--- config.mk ---
export PLATFORM = sky130hd
export DESIGN_NAME = bus_xfer_ctrl
export DESIGN_NICKNAME = d
export VERILOG_FILES = /design/src/rtl/bus_xfer_ctrl_pkg.sv /design/src/rtl/bus_xfer_ctrl.sv
export SDC_FILE = /design/constraint.sdc
export NUM_CORES = 1
export LEC_CHECK = 0
export CORE_MARGIN = 2
export CORE_UTILIZATION = 43
export DETAILED_ROUTE_END_ITERATION = 10
export PLACE_DENSITY = 0.83
export SETUP_SLACK_MARGIN = 0.3
export SLEW_MARGIN = 20
export SYNTH_ARGS = -nofsm -noshare
export SYNTH_HDL_FRONTEND = slang
export SYNTH_SLANG_ARGS = --single-unit
--- constraint.sdc ---
create_clock -name clock -period 2.44 [get_ports clock]
set_input_delay 0.61 -clock clock [delete_from_list [all_inputs] [get_ports clock]]
set_output_delay 0.61 -clock clock [all_outputs]
set_load 0.02 [all_outputs]
--- src/rtl/bus_xfer_ctrl_pkg.sv ---
// Register-op encoding shared with the bus registers, plus the transfer FSM states.
package control;

   typedef enum logic [1:0] {
      NOP    = 2'b00,
      ENABLE = 2'b01,
      LOAD   = 2'b10,
      RSVD   = 2'b11
   } reg_op_e;

   typedef enum logic [1:0] {
      IDLE,
      DRIVE,
      COMMIT,
      REJECT
   } xfer_state_e;

endpackage

--- src/rtl/bus_xfer_ctrl.sv ---
// Register-to-register bus mover: ENABLE src, then ENABLE src + LOAD dst; done/err pulse the cycle after.
// Three cycles per move, two per reject; req_ready is high only in IDLE, so requests are held off while busy.
module bus_xfer_ctrl
   import control::*;
#(
   parameter int NUM_REGS = 4,
   parameter int IDX_W    = $clog2(NUM_REGS)
) (
   input  logic             clock,
   input  logic             reset_n,
   input  logic             req_valid,
   output logic             req_ready,
   input  logic [IDX_W-1:0] req_src,
   input  logic [IDX_W-1:0] req_dst,
   output reg_op_e          reg_ops [NUM_REGS],
   input  logic [7:0]       bus_data,
   output logic [7:0]       xfer_data,
   output logic             done,
   output logic             err,
   output logic             busy
);

   xfer_state_e      state;
   xfer_state_e      state_nxt;
   logic [IDX_W-1:0] src_q;
   logic [IDX_W-1:0] dst_q;
   logic             accept;
   logic             bad_req;

   assign req_ready = (state == IDLE);
   assign busy      = (state != IDLE);
   assign accept    = req_valid && req_ready;
   assign bad_req   = (int'(req_src) >= NUM_REGS) || (int'(req_dst) >= NUM_REGS) ||
                      (req_src == req_dst);

   always_comb begin
      state_nxt = state;
      case (state)
         IDLE:    if (accept) state_nxt = bad_req ? REJECT : DRIVE;
         DRIVE:   state_nxt = COMMIT;
         COMMIT:  state_nxt = IDLE;
         REJECT:  state_nxt = IDLE;
         default: state_nxt = IDLE;
      endcase
   end

   always_ff @(posedge clock or negedge reset_n) begin
      if (!reset_n) begin
         state     <= IDLE;
         src_q     <= '0;
         dst_q     <= '0;
         xfer_data <= 8'h00;
         done      <= 1'b0;
         err       <= 1'b0;
      end else begin
         state <= state_nxt;
         done  <= (state == COMMIT);
         err   <= (state == REJECT);
         if (accept) begin
            src_q <= req_src;
            dst_q <= req_dst;
         end
         // Source has been driving for a full cycle by now, so the bus is settled.
         if (state == COMMIT) xfer_data <= bus_data;
      end
   end

   // Decode uses only the latched indices, so live request inputs cannot disturb a move.
   for (genvar i = 0; i < NUM_REGS; i++) begin : g_op
      localparam logic [IDX_W-1:0] IDX = IDX_W'(i);
      assign reg_ops[i] = (state == COMMIT && dst_q == IDX)                     ? LOAD   :
                          ((state == DRIVE || state == COMMIT) && src_q == IDX) ? ENABLE :
                                                                                  NOP;
   end

endmodule
* Yosys cells after proc, flatten, opt, wreduce, memory -nomap -nowiden *
Index checks and enable logic that the tools add are counted.

word-level totals
  register bits = 16
  output and inout port bits = 20

operators by class
  equality and inequality tests = 11
  muxes and demuxes = 11
  reductions and logical operators = 15

operators by type and width
  operator                                                                 count
  2-bit == test, second input constant                                     6
  2-bit two-way mux                                                        6
  1-bit logical AND                                                        9
  2-bit by 1-bit == test with 1-bit output, second input constant          3
  2-bit logical NOT                                                        3
  2-bit one-hot mux with 3 select lines                                    1
  1-bit two-way mux                                                        4
  2-bit == test                                                            1
  2-bit by 1-bit inequality test with 1-bit output, second input constant  1
  2-bit nonzero test                                                       1
  2-bit OR reduction                                                       1
  1-bit logical OR                                                         1

* Depth between registers and ports, before layout *
  depth after elaboration = 5
  depth in mapped cells = 5
  mapped depth without buffers = 5

* Least setup slack after synthesis *
Ideal clock, no wire load.

  kind = register to output
  start point = reg state[0]
  end point = out reg_ops[6] in the netlist's numbering
  data arrival time = 1619 ps
  required time = 1830 ps
  slack = 211 ps
  cell stages (with the launch flop) = 5
  cell sequence = dfrtp_1 > inv_1 > ha_1 > nor3b_2 > nor4b_1

RTL lines
  element                 line                 text
  start, declared         bus_xfer_ctrl.sv:23  xfer_state_e state;
  start signal, assigned  bus_xfer_ctrl.sv:56  state <= state_nxt;
  end, declared           bus_xfer_ctrl.sv:15  output reg_op_e reg_ops [NUM_REGS],

==> results.md <==
- R2r setup slk: 1.10 ns
- Drt initial violations: 7
- Max Cap Violations: 0
- Std-Cell Rows: 15
- Pwr/cell area: 1290 nW/um2
- Port Buffers: 34
- Die width: 46.0 um
- Hold slack: 0.493 ns
- Delay-heaviest family, CP: flip-flops
- Area grow syn2layout: 59.4%
- Vias/cell: 5.14
- Synthesized area: 758 um2
- Setup TNS: 0 ns
- Largest net degree at the start of global routing: 17
- Status: completed
- CTS tree: built
- H-tree depth: 1
- Top sig layer: met4
- WL met3: 129 um
- Type of origin of the critical path: register
- DRT Pass-1 Iters: 4
- RSZ-0062 raised after global routing: yes
- Avg WL per Cell: 13.9 um
- Syn_nets: 76
- Initial antenna violation count: 0
- CP Data Arrival Time: 1.57 ns
- Slew headroom: 0.530
- Final hold viol count: 0
- Final Max Slew Viols: 0
- Cts hold-fix bufs: 0
- Critical path endpoint category: output pin
- TritonCTS Buffers: 3
- Gpl congestion: 0.737
- WL met1: 648 um
- Slowest cell on crit path: dfrtp_1
- DRC errors left: 0
- Final WL: 1590 um
- Worst Path Required: 1.83 ns
- Clock buffer depth: 2
- CTS sink cnt: 16
- Crit path kind: reg2out
- Final Power: 1.55 mW
- Commonest non-fill, non-tap cells in the layout: clkdlybuf4s50_1 (24), dfrtp_1 (16), mux2_1 (12)
- Clock latency at the later pin of the worst-skew pair: 0.29 ns
- Register area share after synthesis: 0.528
- Final WS setup: 0.257 ns
- Mapped Cells: 56
- Number of distinct library cells after synthesis: 19
- Io pins: 35
- First-pass GRT wire length: 2420 um
- Vias: 586
- Period minus WS final: 2.18 ns
- Worst path bufs/invs: 2
- Die Height: 46.0 um
- Clock Skews: 0.00223 ns
- Slowest cell delay on critical path: 0.42 ns
- Die Area: 2120 um2
- Static leakage: 0.529 nW
- Max VDD drop: 0.000786 V
- Syn. warnings: 0
- Final setup vio count: 0
- Flops & latches, synth: 16
- Clk root buf: clkbuf_4
- Fill cells: 128
- WL met2: 793 um
- Layout cells sized above 1: 0.258
- Worst Tran Pin Value: 0.703 ns
- Core ar.: 1690 um2
- Initial core utilization: 0.449
- Worst Setup Slack post-DPL: 0.0777 ns
- Fmax: 0.458 GHz
- Gr usage total: 0.166
- Number of global-route vias before repair: 559
- Commonest non-fill, non-tap cell in the layout: clkdlybuf4s50_1
- CP Max Fanout: 5
- Synthesized area per cell: 13.5 um2
- Post-DRT Antenna Nets: 0
- Clock Pin Slew Worst Setup and Hold Paths: 0.09 ns
- Worst hold path class: reg2reg
- Worst-path cell chain: buf_6 -> ha_4 -> nor3b_4 -> nor4b_2 -> buf_4
- Total grt overflow: 0
- Antenna fix cells: 0
- Tcrit/Tclk final: 0.895
- Final #Nets: 118
-- layer usage --
| layer | vias up | GRT usage |
|---|---|---|
| met1 | 274 | 0.176 |
| met3 | 2 | 0.0476 |
| li1 | 279 | - |
| met2 | 31 | 0.303 |
| met4 | 0 | 0.0686 |
| met5 | - | 0 |
-- layout make-up --
| class | instances | area, um2 | share of cell area |
|---|---|---|---|
| Tap cell | 17 | 21.3 | 0.0176 |
| Sequential cell | 16 | 400 | 0.331 |
| Timing Repair Buffer | 38 | 349 | 0.289 |
| Inverter | 3 | 11.3 | 0.00932 |
| Clock buffer | 4 | 36.3 | 0.0300 |
| Multi-Input combinational cell | 36 | 390 | 0.323 |
-- Yosys cell counts --
master	instances	share of area
buf_6	1	0.015
ha_1	5	0.083
xnor2_1	2	0.023
dfrtp_1	16	0.53
nor3b_2	2	0.033
nor3_1	1	0.0066
nand2b_1	1	0.0083
nor2_1	1	0.0049
nor4bb_1	1	0.013
o21ai_1	1	0.0066
mux2_1	12	0.18
o211ai_1	1	0.0099
and3b_1	1	0.012
nor4b_1	1	0.012
and3_4	1	0.015
inv_1	3	0.015
nand4_1	1	0.0083
nand2_1	4	0.020
nand3b_1	1	0.0099
-- worst register-to-register path, cell delays in order, from the launching register on --
cell	delay, ns
dfrtp_1	0.42
inv_1	0.16
ha_4	0.18
nand2_1	0.14
mux2_1	0.34
-- cells by family after synthesis --
family                     synth area share
DFF                                   0.528
and+or+nand+nor                       0.142
muxes                                 0.178
adders and majority gates            0.0825
buffers and inverters                0.0297
AOI/OAI and AO/OA                    0.0165
xor gates and xnor gates             0.0231
-- through the flow --
step	cell area, um2	util	cells
final	1210	0.716	114
after global routing	1210	0.716	114
after CTS	1160	0.688	113
after detailed placement	1130	0.668	107
after global placement	1130	0.668	107
after floorplan	771	-	56
-- power by group --
part | internal [mW] | switching [mW]
logic | 0.462 | 0.420
registers | 0.393 | 0.103
clock network | 0.0909 | 0.0851
total | 0.945 | 0.609
-- what timing repair did --
item	CTS	global route
endpoints found under the setup margin	10	8
gates resized for setup	33	12
setup buffers	2	1
pin swaps	0	1
-- sequential cells by signal, indices dropped and copies added (netlist names) --
name / flops
xfer_data: 8
dst_q: 2
src_q: 2
state: 2
done: 1
err: 1
-- path summary, 6_finish.rpt --
path / cells past startpoint / endpoint / from
max: 5 / reg_ops[6] / state[1]
min: 1 / xfer_data[1] / xfer_data[1]
max reg2reg: 4 / src_q[0] / state[1]
min reg2reg: 1 / xfer_data[1] / xfer_data[1]
max in group asynchronous: 1 / xfer_data[0] / reset_n
min in group asynchronous: 1 / done / reset_n
Power figures use the tool's default switching activity.
